<file path="config.mk">
export PLATFORM = sky130hd
export DESIGN_NAME = qif_neuron_scheduler
export DESIGN_NICKNAME = d
export VERILOG_FILES = /design/src/rtl/qif_pkg.sv /design/src/rtl/qif_update_core.sv /design/src/rtl/qif_neuron_scheduler.sv
export SDC_FILE = /design/constraint.sdc
export NUM_CORES = 1
export LEC_CHECK = 0
export CELL_PAD_IN_SITES_DETAIL_PLACEMENT = 1
export CELL_PAD_IN_SITES_GLOBAL_PLACEMENT = 2
export CORE_UTILIZATION = 41
export CTS_CLUSTER_DIAMETER = 40
export DETAILED_ROUTE_END_ITERATION = 8
export PLACE_DENSITY_LB_ADDON = 0.1
export SLEW_MARGIN = 15
export SYNTH_ARGS = -nofsm -noshare
export SYNTH_HDL_FRONTEND = slang
export SYNTH_HIERARCHICAL = 1
export SYNTH_SLANG_ARGS = --single-unit
</file>
<file path="constraint.sdc">
create_clock -name clk -period 7.9 [get_ports clk]
set_input_delay 1.58 -clock clk [delete_from_list [all_inputs] [get_ports clk]]
set_output_delay 1.58 -clock clk [all_outputs]
set_load 0.03 [all_outputs]
</file>
<file path="src/rtl/qif_pkg.sv">
`default_nettype none
// ============================================================================
//  Module   : qif_pkg
//  Purpose  : Shared defaults, FSM state type and saturation helper for the
//             QIF neuron datapath and its scheduler.
//  Revision : 1.0 - initial release
// ============================================================================
package qif_pkg;

    // Default datapath width and membrane constants
    localparam int QIF_DATA_W  = 8;
    localparam int QIF_V_RESET = -20;
    localparam int QIF_V_PEAK  = 50;

    // Working width of the saturation helper; any sum up to this width fits
    localparam int QIF_SAT_IN_W = 40;
    localparam logic signed [QIF_SAT_IN_W-1:0] QIF_SAT_ONE = {{(QIF_SAT_IN_W-1){1'b0}}, 1'b1};

    // Scheduler states
    typedef enum logic [1:0] {
        ST_IDLE   = 2'd0,
        ST_UPDATE = 2'd1,
        ST_EMIT   = 2'd2,
        ST_DONE   = 2'd3
    } qif_state_t;

    // Saturation decision for a w-bit signed target:
    // 2'b01 = above max (clip high), 2'b10 = below min (clip low), 2'b00 = in range.
    function automatic logic [1:0] qif_sat_dir(input logic signed [QIF_SAT_IN_W-1:0] x,
                                               input int w);
        logic signed [QIF_SAT_IN_W-1:0] hi;
        logic signed [QIF_SAT_IN_W-1:0] lo;
        hi = (QIF_SAT_ONE <<< (w - 1)) - QIF_SAT_ONE;
        lo = -hi - QIF_SAT_ONE;
        if (x > hi) begin
            return 2'b01;
        end
        if (x < lo) begin
            return 2'b10;
        end
        return 2'b00;
    endfunction

endpackage
`default_nettype wire

</file>
<file path="src/rtl/qif_update_core.sv">
`default_nettype none
// ============================================================================
//  Module   : qif_update_core
//  Purpose  : Combinational QIF step: v_next = sat(v + (b>>>2) + ((v*v)>>>4)),
//             fire when v >= V_PEAK. Shared by the scheduler and the
//             single-neuron wrapper.
//  Revision : 1.0 - initial release
// ============================================================================
module qif_update_core
    import qif_pkg::*;
#(
    parameter int DATA_W = QIF_DATA_W,
    parameter int V_PEAK = QIF_V_PEAK
) (
    input  logic signed [DATA_W-1:0] i_v,
    input  logic signed [DATA_W-1:0] i_b,
    output logic signed [DATA_W-1:0] o_v_next,
    output logic                     o_fire
);

    localparam int SUM_W = 2 * DATA_W + 2;
    localparam logic signed [DATA_W-1:0] c_v_peak = V_PEAK[DATA_W-1:0];
    localparam logic signed [DATA_W-1:0] c_max    = {1'b0, {(DATA_W-1){1'b1}}};
    localparam logic signed [DATA_W-1:0] c_min    = {1'b1, {(DATA_W-1){1'b0}}};

    logic signed [2*DATA_W-1:0]     w_v_wide;
    logic signed [2*DATA_W-1:0]     w_sq;
    logic signed [2*DATA_W-1:0]     w_sq_sh;
    logic signed [DATA_W-1:0]       w_b_sh;
    logic signed [SUM_W-1:0]        w_sum;
    logic signed [QIF_SAT_IN_W-1:0] w_sum_ext;
    logic [1:0]                     w_sat_dir;

    // Square is exact in 2*DATA_W bits; arithmetic shifts floor toward -inf
    assign w_v_wide  = {{DATA_W{i_v[DATA_W-1]}}, i_v};
    assign w_sq      = w_v_wide * w_v_wide;
    assign w_sq_sh   = w_sq >>> 4;
    assign w_b_sh    = i_b >>> 2;
    assign w_sum     = {{(SUM_W-DATA_W){i_v[DATA_W-1]}}, i_v}
                     + {{(SUM_W-DATA_W){w_b_sh[DATA_W-1]}}, w_b_sh}
                     + {{2{w_sq_sh[2*DATA_W-1]}}, w_sq_sh};
    assign w_sum_ext = {{(QIF_SAT_IN_W-SUM_W){w_sum[SUM_W-1]}}, w_sum};
    assign w_sat_dir = qif_sat_dir(w_sum_ext, DATA_W);

    // Clip the wide sum into the signed DATA_W range; never wrap
    always_comb begin
        o_v_next = w_sum[DATA_W-1:0];
        case (w_sat_dir)
            2'b01:   o_v_next = c_max;
            2'b10:   o_v_next = c_min;
            default: o_v_next = w_sum[DATA_W-1:0];
        endcase
    end

    assign o_fire = (i_v >= c_v_peak);

endmodule
`default_nettype wire

</file>
<file path="src/rtl/qif_neuron_scheduler.sv">
`default_nettype none
// ============================================================================
//  Module   : qif_neuron_scheduler
//  Purpose  : Time-multiplexes one QIF update core over N_NEURONS neurons.
//             A tick sweeps all neurons in index order; firing neurons emit
//             one spike event each on a valid/ready port.
//  Revision : 1.0 - initial release
// ============================================================================
module qif_neuron_scheduler
    import qif_pkg::*;
#(
    parameter  int N_NEURONS = 4,
    parameter  int DATA_W    = QIF_DATA_W,
    parameter  int V_RESET   = QIF_V_RESET,
    parameter  int V_PEAK    = QIF_V_PEAK,
    localparam int IDX_W     = $clog2(N_NEURONS)
) (
    input  logic                     clk,
    input  logic                     rst_n,
    input  logic                     tick,
    input  logic                     cfg_we,
    input  logic [IDX_W-1:0]         cfg_addr,
    input  logic signed [DATA_W-1:0] cfg_data,
    input  logic [IDX_W-1:0]         mon_sel,
    output logic signed [DATA_W-1:0] v_mon,
    output logic                     busy,
    output logic                     sweep_done,
    output logic                     overrun,
    output logic                     spk_valid,
    output logic [IDX_W-1:0]         spk_id,
    input  logic                     spk_ready
);

    localparam logic signed [DATA_W-1:0] c_v_reset = V_RESET[DATA_W-1:0];
    localparam logic [IDX_W-1:0]         c_last    = IDX_W'(N_NEURONS - 1);

    qif_state_t               r_state;
    qif_state_t               w_state_next;
    logic [IDX_W-1:0]         r_idx;
    logic [IDX_W-1:0]         w_idx_next;
    logic                     r_overrun;
    logic signed [DATA_W-1:0] r_v [N_NEURONS];
    logic signed [DATA_W-1:0] r_b [N_NEURONS];

    logic                     w_last;
    logic                     w_v_we;
    logic signed [DATA_W-1:0] w_v_wdata;
    logic signed [DATA_W-1:0] w_v_next;
    logic                     w_fire;

    // Shared datapath evaluates the neuron currently addressed by r_idx
    qif_update_core #(
        .DATA_W (DATA_W),
        .V_PEAK (V_PEAK)
    ) u_core (
        .i_v      (r_v[r_idx]),
        .i_b      (r_b[r_idx]),
        .o_v_next (w_v_next),
        .o_fire   (w_fire)
    );

    assign w_last = (r_idx == c_last);

    // State and index registers
    always_ff @(posedge clk or negedge rst_n) begin
        if (!rst_n) begin
            r_state <= ST_IDLE;
            r_idx   <= '0;
        end else begin
            r_state <= w_state_next;
            r_idx   <= w_idx_next;
        end
    end

    // Next-state, index advance and V write-back decisions
    always_comb begin
        w_state_next = r_state;
        w_idx_next   = r_idx;
        w_v_we       = 1'b0;
        w_v_wdata    = w_v_next;
        case (r_state)
            ST_IDLE: begin
                if (tick) begin
                    w_state_next = ST_UPDATE;
                    w_idx_next   = '0;
                end
            end
            ST_UPDATE: begin
                w_v_we = 1'b1;
                if (w_fire) begin
                    // Firing is decided on the stored V; the event goes out first
                    w_v_wdata    = c_v_reset;
                    w_state_next = ST_EMIT;
                end else if (w_last) begin
                    w_state_next = ST_DONE;
                end else begin
                    w_idx_next = r_idx + IDX_W'(1);
                end
            end
            ST_EMIT: begin
                // Hold the event until the consumer takes it
                if (spk_ready) begin
                    if (w_last) begin
                        w_state_next = ST_DONE;
                    end else begin
                        w_idx_next   = r_idx + IDX_W'(1);
                        w_state_next = ST_UPDATE;
                    end
                end
            end
            ST_DONE: begin
                w_state_next = ST_IDLE;
                w_idx_next   = '0;
            end
            default: begin
                w_state_next = ST_IDLE;
                w_idx_next   = '0;
            end
        endcase
    end

    // Membrane bank: reset to V_RESET, written only by the sweep
    always_ff @(posedge clk or negedge rst_n) begin
        if (!rst_n) begin
            for (int i = 0; i < N_NEURONS; i++) begin
                r_v[i] <= c_v_reset;
            end
        end else if (w_v_we) begin
            r_v[r_idx] <= w_v_wdata;
        end
    end

    // Input-current bank: host writes land next cycle; an update in flight reads the old value
    always_ff @(posedge clk or negedge rst_n) begin
        if (!rst_n) begin
            for (int i = 0; i < N_NEURONS; i++) begin
                r_b[i] <= '0;
            end
        end else if (cfg_we && (int'(cfg_addr) < N_NEURONS)) begin
            r_b[cfg_addr] <= cfg_data;
        end
    end

    // Sticky overrun: any tick seen outside IDLE, cleared only by reset
    always_ff @(posedge clk or negedge rst_n) begin
        if (!rst_n) begin
            r_overrun <= 1'b0;
        end else if (tick && (r_state != ST_IDLE)) begin
            r_overrun <= 1'b1;
        end
    end

    assign v_mon      = (int'(mon_sel) < N_NEURONS) ? r_v[mon_sel] : c_v_reset;
    assign busy       = (r_state != ST_IDLE);
    assign sweep_done = (r_state == ST_DONE);
    assign overrun    = r_overrun;
    assign spk_valid  = (r_state == ST_EMIT);
    assign spk_id     = (r_state == ST_EMIT) ? r_idx : '0;

endmodule
`default_nettype wire

</file>
==> metrics.md <==
| Metric | Value |
|---|---|
| Top layer in use | `met4` |
| Num CTS Buffers | `9` |
| Mapped cell area | `6210 um^2` |
| Port bufs | `28` |
| Critical Path RT | `8.13 ns` |
| Clock sink count | `61` |
| Critical Path AT | `just under 8 ns` |
| 1st-iter DRT viols | `118` |
| Core area | `14640 um^2` |
| Post-synthesis area per instance | `10.11 um^2` |
| Chip width | `125.1 um` |
| DP Area | `7129 um^2` |
| Setup ws final | `between 0.3 and 0.4 ns` |
| Vias | `around 4700` |
| Min cycle time layout | `7.523 ns` |
| Fmax | `0.1329 GHz` |
| Global-route wire length before repair | `27140 um` |
| DRC | `0` |
| Diodes inserted | `0` |
| Synth Warn # | `6` |
| Worst setup EP type | `flop` |
| Vias in the first global route | `5503` |
| CTS max path bufs | `2` |
| Share of layout cells above drive strength 1 | `between 20% and 30%` |
| Worst R2R Setup Slack | `0.38 ns` |
| Commonest cells after routing, fill and taps aside | `99 x inv_1, 66 x buf_4, 56 x nand2_1` |
| FP Rows | `44` |
| Post-route ant nets | `0` |
| Worst Reg2Reg Path Length in Cells | `29` |
| Clock-pin slew on the worst setup and hold paths | `0.05 ns` |
| Post-route cell area | `7607 um^2` |
| Final Slew Violations | `0` |
| CTS tree | `yes` |
| Post-Syn Instances | `roughly 610` |
| Syn nets | `740` |
| Die ar. | `15640 um^2` |
| Total track usage | `between 20% and 30%` |
| DP HPWL | `~13000 um` |
| Worst-Margin Slew | `0.7964 ns` |
| Vias per Instance | `between 5 and 6` |
| H-tree Lvls | `3` |
| M1 WL | `7088 um` |
| Outcome | `completed` |
| Initial Utilization | `42.40%` |
| # setup viols final | `0` |
| RR Endpoint | `r_v[22]` |
| Metal3 WL | `221 um` |
| Fill cells | `1640` |
| Pin count of the biggest net entering global routing | `62` |
| Routed WL per cell | `17.92 um` |
| Hold Path Origin | `overrun` |
| Worst Hold Class | `flop to flop` |
| Util after Layout | `51.95%` |
| Crit Reg-Reg Startpoint | `r_idx[0]` |
| Worst Setup Path Type | `flop to flop` |
| Max incr delay on CP | `0.62 ns` |
| GRT overflow | `0` |
| Slowest-stage cell, CP | `mux4_2` |
| Crit path max fanout | `7` |
| I/O pins | `31` |
| Worst slack at placement | `0.005436 ns` |
| WHS Endpoint | `overrun` |
| Root Driver | `clkbuf_16` |
| Final Hold Viols | `0` |
| GPL Wtd Cong | `0.7613` |
| Crit path launch type | `flop` |
| Max_cap viols | `0` |
| Die height | `roughly 130 um` |
| Commonest non-fill, non-tap cell in the layout | `inv_1` |
| Detailed Route WL | `around 16000 um` |
| Final net count | `832` |
| Hold Path Stages | `1` |
| Skew final | `between 0.009 and 0.01 ns` |
| DR WL met2 | `between 8000 and 9000 um` |
| Final worst path period share | `95.23%` |
| Worst-skew pair later-pin latency | `0.33 ns` |
| Hold-fix buffer count after cts | `0` |
| Area growth from synthesis to layout | `22.51%` |
| Initial antenna violation count | `0` |
| 1st-pass router iterations | `4` |
| Slew headroom | `46.90%` |
[stage by stage]
stage	hold slack [ns]	instances	setup TNS [ns]
after global placement	0.4456	876	0
after detailed placement	0.4566	876	0
after CTS	0.4700	892	0
final	0.4627	895	0
after global routing	0.4869	895	-0.1374
after floorplan	0.4609	614	0
[state kept, by name, summed over array words and instances (netlist names)]
signal,flops
overrun,1
r_b,24
r_idx,2
r_state,2
r_v,32
[worst max path at each step]
stage / startpoint / to / slack (ns) / cells after the start
3_5_place_dp: r_idx[1] / r_v[18] / 0.005 / 28
3_3_place_gp: r_idx[1] / r_v[10] / 0.14 / 28
5_1_grt: r_idx[0] / r_v[14] / -0.03 / 31
6_report: r_idx[0] / r_v[22] / 0.38 / 29
2_1_floorplan: r_idx[0] / r_v[14] / 0.69 / 28
4_1_cts: r_idx[0] / r_v[18] / 0.04 / 31
[cell type report]
class | instances | area, um^2 | area share (%)
sequential | 61 | 1553 | 20.41
timing repair buffer | 95 | 790.8 | 10.39
clock buffer | 11 | 254.0 | 3.339
multi-input combinational | 433 | 4343 | 57.09
inverter | 106 | 404.1 | 5.313
tap | 184 | 230.2 | 3.026
clock inverter | 5 | 32.53 | 0.4276
[worst max-delay path: cells and delay by family, from the launching register on]
family          cells  cell delay (ns)
fa+ha+maj           7             2.80
compound gates      8             1.62
simple gates        4             0.74
flops               1             0.39
mux                 1             0.62
xor+xnor            1             0.30
buf+inv             8             0.95
[per-layer routing]
layer / vias to the layer above / track usage (%)
li1: 2245 / -
met1: 2429 / 27.40
met2: 41 / 40.22
met3: 18 / 2.439
met4: 0 / 6.528
met5: - / 0
[timing repair]
action / in CTS / in global routing
setup buffers: 0 / 3
endpoints found under the hold margin: 0 / 0
endpoints found under the setup margin: 4 / 31
resized for setup: 1 / 39
pin swaps: 0 / 11
Power is left out: the tool's default activity adds up to more than one toggle a clock period on the data nets, which glitch-free logic cannot reach.
